[config.mk]
export PLATFORM = sky130hd
export DESIGN_NAME = ikaopll_wr_sched
export DESIGN_NICKNAME = d
export VERILOG_FILES = /design/src/rtl/ikaopll_wr_sched.sv
export SDC_FILE = /design/constraint.sdc
export NUM_CORES = 1
export LEC_CHECK = 0
export CAP_MARGIN = 15
export CORE_MARGIN = 10
export CORE_UTILIZATION = 55
export CTS_CLUSTER_DIAMETER = 60
export DETAILED_ROUTE_END_ITERATION = 16
export DONT_BUFFER_PORTS = 1
export HOLD_SLACK_MARGIN = 0.06
export PLACE_DENSITY = 0.78
export SYNTH_ARGS = -nofsm -noshare
export SYNTH_HDL_FRONTEND = slang
export SYNTH_SLANG_ARGS = --single-unit
[constraint.sdc]
create_clock -name i_EMUCLK -period 4.8 [get_ports i_EMUCLK]
set_input_delay 0.72 -clock i_EMUCLK [delete_from_list [all_inputs] [get_ports i_EMUCLK]]
set_output_delay 0.72 -clock i_EMUCLK [all_outputs]
set_load 0.01 [all_outputs]
[src/rtl/ikaopll_wr_sched.sv]
// ikaopll_wr_sched: host-side write scheduler for the IKAOPLL core.
// Buffers (addr, data) write requests in a FIFO and replays each one onto the
// core's CS_n/WR_n/A0/D bus as an address cycle then a data cycle. The YM2413
// wait times are inserted after each strobe, so the host never has to poll.
// All phase timing counts phiM enables (i_phiM_PCEN_n low).
//
// Ports:
//   i_EMUCLK       emulator master clock
//   i_RST          synchronous reset, active-high
//   i_phiM_PCEN_n  phiM enable, active-low
//   i_REQ_VALID    host write request valid
//   o_REQ_READY    FIFO can accept (not full)
//   i_REQ_ADDR     OPLL register address
//   i_REQ_DATA     OPLL register data
//   o_FIFO_LEVEL   entries currently queued
//   o_BUSY         FSM not idle or FIFO non-empty
//   o_CS_n/o_WR_n  to IKAOPLL i_CS_n / i_WR_n
//   o_A0, o_D      to IKAOPLL i_A0 / i_D
//
// Optional build macro: IKAOPLL_WR_SCHED_ADDR_REUSE_EN
//   A write whose address matches the last strobed address skips the address phase.
module ikaopll_wr_sched #(
  parameter int unsigned FIFO_AW    = 4,
  parameter int unsigned STROBE_LEN = 2,
  parameter int unsigned ADDR_WAIT  = 12,
  parameter int unsigned DATA_WAIT  = 84
) (
  input  logic               i_EMUCLK,
  input  logic               i_RST,
  input  logic               i_phiM_PCEN_n,
  input  logic               i_REQ_VALID,
  output logic               o_REQ_READY,
  input  logic [7:0]         i_REQ_ADDR,
  input  logic [7:0]         i_REQ_DATA,
  output logic [FIFO_AW:0]   o_FIFO_LEVEL,
  output logic               o_BUSY,
  output logic               o_CS_n,
  output logic               o_WR_n,
  output logic               o_A0,
  output logic [7:0]         o_D
);

  localparam int unsigned DEPTH = 1 << FIFO_AW;
  localparam int unsigned LVL_W = FIFO_AW + 1;
  localparam int unsigned CNT_W = 16;

  localparam logic [2:0] ST_IDLE    = 3'd0;
  localparam logic [2:0] ST_A_SETUP = 3'd1;
  localparam logic [2:0] ST_A_STRB  = 3'd2;
  localparam logic [2:0] ST_A_WAIT  = 3'd3;
  localparam logic [2:0] ST_D_SETUP = 3'd4;
  localparam logic [2:0] ST_D_STRB  = 3'd5;
  localparam logic [2:0] ST_D_WAIT  = 3'd6;

  logic [15:0]        mem [DEPTH];
  logic [FIFO_AW-1:0] wr_ptr_q, rd_ptr_q;
  logic [FIFO_AW:0]   level_d;
  logic [7:0]         head_addr, head_data;
  logic [7:0]         addr_q, data_q;
  logic [2:0]         state_q, state_d;
  logic [CNT_W-1:0]   cnt_q, cnt_d;
  logic               push_c, pop_c, empty_c, adv_c, reuse_c;
  logic               cs_c, a0_c, busy_c;
  logic [7:0]         d_c;

  assign empty_c = (o_FIFO_LEVEL == '0);
  assign push_c  = i_REQ_VALID & o_REQ_READY;
  assign adv_c   = (cnt_q == '0) && !i_phiM_PCEN_n;
  assign {head_addr, head_data} = mem[rd_ptr_q];

`ifdef IKAOPLL_WR_SCHED_ADDR_REUSE_EN
  logic       last_valid_q;
  logic [7:0] last_addr_q;

  assign reuse_c = last_valid_q && (head_addr == last_addr_q);

  // Address last presented on the bus, captured when its strobe completes.
  always_ff @(posedge i_EMUCLK) begin
    if (i_RST) begin
      last_valid_q <= 1'b0;
      last_addr_q  <= 8'h00;
    end else if (state_q == ST_A_STRB && adv_c) begin
      last_valid_q <= 1'b1;
      last_addr_q  <= addr_q;
    end
  end
`else
  assign reuse_c = 1'b0;
`endif

  // FIFO storage (no reset needed; validity tracked by level/pointers).
  always_ff @(posedge i_EMUCLK) begin
    if (push_c) mem[wr_ptr_q] <= {i_REQ_ADDR, i_REQ_DATA};
  end

  // Next level; a full FIFO never accepts, even alongside a pop.
  always_comb begin
    level_d = o_FIFO_LEVEL;
    case ({push_c, pop_c})
      2'b10:   level_d = o_FIFO_LEVEL + LVL_W'(1);
      2'b01:   level_d = o_FIFO_LEVEL - LVL_W'(1);
      default: level_d = o_FIFO_LEVEL;
    endcase
  end

  // Next-state and phase counter; counter holds the enables left minus one.
  always_comb begin
    state_d = state_q;
    cnt_d   = cnt_q;
    pop_c   = 1'b0;
    if (!i_phiM_PCEN_n && cnt_q != '0) cnt_d = cnt_q - CNT_W'(1);
    case (state_q)
      ST_IDLE: begin
        if (!empty_c) begin
          pop_c   = 1'b1;
          state_d = reuse_c ? ST_D_SETUP : ST_A_SETUP;
          cnt_d   = '0;
        end
      end
      ST_A_SETUP: if (adv_c) begin state_d = ST_A_STRB;  cnt_d = CNT_W'(STROBE_LEN - 1); end
      ST_A_STRB:  if (adv_c) begin state_d = ST_A_WAIT;  cnt_d = CNT_W'(ADDR_WAIT - 1);  end
      ST_A_WAIT:  if (adv_c) begin state_d = ST_D_SETUP; cnt_d = '0;                     end
      ST_D_SETUP: if (adv_c) begin state_d = ST_D_STRB;  cnt_d = CNT_W'(STROBE_LEN - 1); end
      ST_D_STRB:  if (adv_c) begin state_d = ST_D_WAIT;  cnt_d = CNT_W'(DATA_WAIT - 1);  end
      ST_D_WAIT: begin
        if (adv_c) begin
          cnt_d = '0;
          if (!empty_c) begin
            pop_c   = 1'b1;
            state_d = reuse_c ? ST_D_SETUP : ST_A_SETUP;
          end else begin
            state_d = ST_IDLE;
          end
        end
      end
      default: state_d = ST_IDLE;
    endcase
  end

  // Bus decode from the current state; A0/D hold outside setup/strobe.
  always_comb begin
    cs_c   = 1'b1;
    a0_c   = o_A0;
    d_c    = o_D;
    busy_c = (state_q != ST_IDLE) || !empty_c;
    case (state_q)
      ST_A_SETUP: begin a0_c = 1'b0; d_c = addr_q; end
      ST_A_STRB:  begin a0_c = 1'b0; d_c = addr_q; cs_c = 1'b0; end
      ST_D_SETUP: begin a0_c = 1'b1; d_c = data_q; end
      ST_D_STRB:  begin a0_c = 1'b1; d_c = data_q; cs_c = 1'b0; end
      default:    ;
    endcase
  end

  // State, FIFO bookkeeping and registered outputs.
  always_ff @(posedge i_EMUCLK) begin
    if (i_RST) begin
      state_q      <= ST_IDLE;
      cnt_q        <= '0;
      wr_ptr_q     <= '0;
      rd_ptr_q     <= '0;
      addr_q       <= 8'h00;
      data_q       <= 8'h00;
      o_FIFO_LEVEL <= '0;
      o_REQ_READY  <= 1'b1;
      o_BUSY       <= 1'b0;
      o_CS_n       <= 1'b1;
      o_WR_n       <= 1'b1;
      o_A0         <= 1'b0;
      o_D          <= 8'h00;
    end else begin
      state_q      <= state_d;
      cnt_q        <= cnt_d;
      o_FIFO_LEVEL <= level_d;
      o_REQ_READY  <= (level_d != LVL_W'(DEPTH));
      o_BUSY       <= busy_c;
      o_CS_n       <= cs_c;
      o_WR_n       <= cs_c;
      o_A0         <= a0_c;
      o_D          <= d_c;
      if (push_c) wr_ptr_q <= wr_ptr_q + FIFO_AW'(1);
      if (pop_c) begin
        rd_ptr_q <= rd_ptr_q + FIFO_AW'(1);
        addr_q   <= head_addr;
        data_q   <= head_data;
      end
    end
  end

endmodule

After elaboration in Yosys (flattened, before gate mapping)
Memory sizes are Yosys's and may differ from the RTL's. A register that Yosys moved wholly into a read port is not among the register bits. Cells that the tools add are included.

Register bits: 44. Bits in writable memories: 256. Bits of input ports: 20. Output and inout port bits: 18. Logic and storage cells: 75. Memories: 1.

Memory list: mem (depth 16, bits a word 16, read ports 1, clocked after Yosys merged registers in 1, write ports 1, line 55) `logic [15:0] mem [DEPTH];`.

Add/sub/neg operators: 5. Equality and inequality tests: 16. Multiplexer cells: 25. Bitwise gates (word level): 1. Reduce and logical (&&, ||, !) cells: 17.

Operator list (count): $mux 16 (6); $pmux 16 s5 (1); $mux 3 (7); $pmux 3 s7 (1); $logic_not 16->1 (1); $pmux 8 s2 (1); $reduce_bool 16->1 (1); $sub 16x1->16 const B (1); $ne 2x2->1 const B (7); $pmux 5 s2 (1); $reduce_or 2->1 (5); $eq 3x3->1 const B (3); $add 4x1->4 const B (2); $reduce_and 7->1 (1); $eq 3x2->1 const B (2); $mux 1 (6); $add 5x1->5 const B (1); $logic_not 5->1 (1); $ne 5x5->1 const B (1); $sub 5x1->5 const B (1); $pmux 1 s2 (2); $eq 3x1->1 const B (1); $logic_not 3->1 (1); $reduce_bool 3->1 (1); 7 further kinds (9).

Depth between registers and ports, before layout
Depth in word-level cells: 7. Gate-level depth with buffers: 14. Gate-level depth less buffers: 13.

Worst setup path after synthesis
OpenSTA, ideal clock, no wires.

Path type: input to register. Start point: in i_phiM_PCEN_n. End point: reg o_REQ_READY. Library setup time: 0.142 ns. Data arrival time: 3.318 ns. Required time: 4.658 ns. Setup slack: 1.340 ns. Stages on the path: 12. Path buffers: 1. Path through: nor4_1 -> and4_1 -> buf_4 -> a21oi_4 -> nor2_2 -> ha_1 -> ha_1 -> a21o_1 -> a21oi_1 -> mux2i_1 -> xor2_1 -> or4b_2.

Word-level cells in the longest chain between the ends: 7. Elaborated cells between the ends (all ways): 8. Classes of those cells: eq/ne (3); mux (3); reduce/logical (2).

Ends and longest elaborated chain: start, declared (line 30) `input logic i_phiM_PCEN_n,`; $logic_not 1->1 * (line 68) `assign adv_c = (cnt_q == '0) && !i_phiM_PCEN_n;`; $logic_and 1x1->1 * (line 68); $mux 1 * (line 126) `if (adv_c) begin`; $pmux 1 s2 * (line 112) `case (state_q)`; via pop_c (line 62) `logic push_c, pop_c, empty_c, adv_c, reuse_c;`; $eq 2x1->1 / $eq 2x2->1 (equally long branches) (line 99) `case ({push_c, pop_c})`; $pmux 5 s2 * (line 99); $ne 5x5->1 * (line 175) `o_REQ_READY <= (level_d != LVL_W'(DEPTH));`; end signal, assigned (line 175); end, declared (line 32) `output logic o_REQ_READY,`.

Mark *: on every way through the listed nets, which the timed path passes. The rest lies on a longest branch. A chain may end at the register's enable or synchronous reset.

Worst setup path in the final report
Start point: reg cnt_q[1]. End point: reg o_REQ_READY.

Word-level cells in the longest chain between the ends: 7. Elaborated cells between the ends (all ways): 8. Classes of those cells: eq/ne (3); mux (3); reduce/logical (2).

Ends and longest elaborated chain: start, declared (line 61) `logic [CNT_W-1:0] cnt_q, cnt_d;`; start signal, assigned (line 173) `cnt_q <= cnt_d;`; $logic_not 16->1 * (line 68); $logic_and 1x1->1 * (line 68); $mux 1 * (line 126); $pmux 1 s2 * (line 112); via pop_c (line 62); $eq 2x1->1 / $eq 2x2->1 (equally long branches) (line 99); $pmux 5 s2 * (line 99); $ne 5x5->1 * (line 175).

Marks and branches as above.

==> impl_results.md <==
- Status: finished, final reports clean
- Initial antenna violation count: 0
- Worst-path fanout max: 9
- Hold Path Class: primary input to register
- Post-synth design cell area: 12700 um^2
- WL/cell: 25.4 um
- Slew margin rel.: 0.352
- Share of layout cells above drive strength 1: 0.205
- DRT iter0 DRCs: 988
- Worst-margin pin slew: 0.966 ns
- Largest net degree at the start of global routing: 40
- Final hold viol count: 0
- Yosys synthesis warning count: 0
- TNS Setup: 0 ns
- Diodes inserted: 0
- Sw Pwr: 2.25 mW
- RSZ-0062 raised after global routing: false
- Die Y: 172 um
- Root Buffer: clkbuf_16
- Final setup vio count: 0
- Syn avg cell area: 17.2 um^2
- Placement row count: 55
- Register area share after synthesis: 0.698
- P_int: 5.49 mW
- Clock power share: 0.317
- Remaining DRCs: 0
- GRT Util Overall: 0.185
- Global-route wire length before repair: 41.7 mm
- Worst skew pair latency: 0.57 ns
- Fin nets: 787
- I/O pin cnt: 38
- Tmin final: 3.93 ns
- Number of flops mapped to enable cells by yosys: 256
- PwrDens: 547 nW/um^2
- Die area: 29700 um^2
- Async set or reset register ratio after synthesis: 0
- Hold slack: 0.230 ns
- Sequential fraction of design power: 0.448
- Pwr Total: 7.74 mW
- Placed Area: 13100 um^2
- Area delta synth->final: 11.0%
- CTS buffer count: 31
- Switching share of power: 0.291
- Drt total wl: 27.0 mm
- Core box area: 22700 um^2
- Worst Setup Path Type: register to register
- WP data required: 5.21 ns
- Worst vdd ir: 0.000382 V
- Syn_nets: 774
- Combinational share of power: 0.235
- Yosys cell types: 60
- Clock Tree Buf Depth: 3
- Postcts setup bufs: 0
- Initial Util: 0.561
- Cells after Synth: 742
- Final GP Congestion: 0.860
- Die W: 172 um
- CTS tree: done
- Leakage power total: 4.59 nW
- Via density: 6.41
- Post-cts sizing count: 0
- Util after Layout: 0.623
- Startpoint Class: register
- Overflow after GRT: 0
- Critical Path Sink Type: register
- Cell area after layout: 14100 um^2
- Flops & latches, synth: 316
- CTS Hold Bufs: 0
- F_max: 0.254 GHz
- Vias in the first global route: 7061
- Sink Count: 316
- Final Cycle Share: 0.819
- Post-DRT Antenna Nets: 0
- Max cap viols: 0
- Final Max Tran Viols: 0
- Clock Skew: 0.0263 ns
- IO Port Bufs: 0
- Via count: 6829
- Leading register cell type out of synthesis: edfxtp_1
- Arrival @ worst endpoint: 4.35 ns
- Drt pass-1 iters: 5
- # H-tree levels: 1
- Final HPWL DP: 16.0 mm
- Clk pin slew, worst setup/hold paths: 0.06 ns
==> power groups by stage <==
stage	sequential, mW	clock [mW]	combinational (mW)
after floorplan	3.33	0	1.58
after global placement	3.51	0	1.72
after detailed placement	3.53	0	1.79
after CTS	3.47	2.49	1.81
after global routing	3.51	2.61	1.99
final	3.47	2.46	1.82
==> synthesized netlist by cell type (9+ instances only) <==
cell      count  area share
edfxtp_1    256        0.60
mux4_2       64        0.11
dfxtp_1      60       0.094
nor2_1       55       0.016
a21oi_1      28       0.011
mux2i_1      28       0.022
a211oi_1     27       0.016
clkbuf_1     24      0.0071
nor2b_1      20      0.0098
a22o_1       16       0.011
nor3_1       16      0.0063
nand2_1      14      0.0041
ha_1         11       0.011
xnor2_1      11      0.0076
inv_1         9      0.0027
xor2_1        9      0.0062
==> cells by family (layout without fill, tap and decap cells) <==
logic type | after synthesis | after routing | share of synthesized area
buffers and inverters | 52 | 90 | 0.0191
adders and majority gates | 12 | 12 | 0.0124
AOI/OAI and AO/OA | 102 | 102 | 0.0579
muxes | 94 | 94 | 0.137
DFF | 316 | 316 | 0.698
and+or+nand+nor | 146 | 146 | 0.0624
xor gates and xnor gates | 20 | 20 | 0.0137
==> critical path, cell delays in order, from the launching register on <==
cell and delay (ns):
dfxtp_1 0.33, inv_1 0.10, ha_1 0.14, nor4b_2 0.32, and4_1 0.51, a21oi_4 0.15
nor2_2 0.19, ha_1 0.32, ha_1 0.32, a21o_1 0.21, a21oi_1 0.18, mux2i_1 0.24
xor2_1 0.12, or4b_2 0.65
==> final timing paths <==
check / from / endpoint / slack (ns) / cells after the start
max: cnt_q[1]$_SDFF_PP0_ / o_REQ_READY$_SDFF_PP1_ / 0.87 / 13
min: i_RST / o_FIFO_LEVEL[0]$_SDFF_PP0_ / 0.23 / 1
max reg2reg: cnt_q[1]$_SDFF_PP0_ / o_REQ_READY$_SDFF_PP1_ / 0.87 / 13
min reg2reg: addr_q[2]$_SDFFE_PP0P_ / addr_q[2]$_SDFFE_PP0P_ / 0.49 / 1
==> flip-flops by register name, summed over array words and instances (netlist names) <==
register / count
data_q: 8
o_D: 8
o_A0: 1
o_REQ_READY: 1
cnt_q: 16
o_WR_n: 1
addr_q: 8
state_q: 3
o_BUSY: 1
mem: 256
wr_ptr_q: 4
rd_ptr_q: 4
o_FIFO_LEVEL: 5
==> placed cells by master (no fill, tap or decap), types with 4 or more instances in the layout <==
master and count:
edfxtp_1 256, mux4_2 64, dfxtp_1 56, nor2_1 55, clkbuf_16 31, mux2i_1 28, a21oi_1 28, a211oi_1 27
nor2b_1 20, buf_4 20, a22o_1 16, nand2_1 14, nor3_1 12, xnor2_1 11, ha_1 11, inv_1 9
xor2_1 9, clkbuf_1 8, nand4_1 6, o21ai_0 6, clkinv_2 5, clkbuf_8 5, nor4_1 4, and2_1 4
nor3_2 4, a21o_1 4, nand3_1 4, nor3b_1 4
==> layer usage <==
metal	GRT usage	routed length, um	share of wire
met1	0.233	10300	0.38
met2	0.315	13500	0.50
met3	0.0445	2580	0.096
met4	0.0502	619	0.023
met5	0	0	0
==> through the flow <==
| stage | worst slack [ns] | std cells |
|---|---|---|
| floorplan | 1.34 | 742 |
| global placement | 1.00 | 1005 |
| detailed placement | 0.847 | 1006 |
| CTS | 0.921 | 1064 |
| global route | 0.653 | 1065 |
| finish | 0.870 | 1065 |
==> area by class of cell <==
type / instances / area (um^2)
Clock buffer: 44 / 875
Fill cell: 1540 / 8560
Multi-Input combinational cell: 374 / 3630
Clock inverter: 14 / 178
Sequential cell: 316 / 8900
Inverter: 10 / 37.5
Tap cell: 285 / 357
Timing Repair Buffer: 22 / 175
Power figures use the tool's default switching activity.
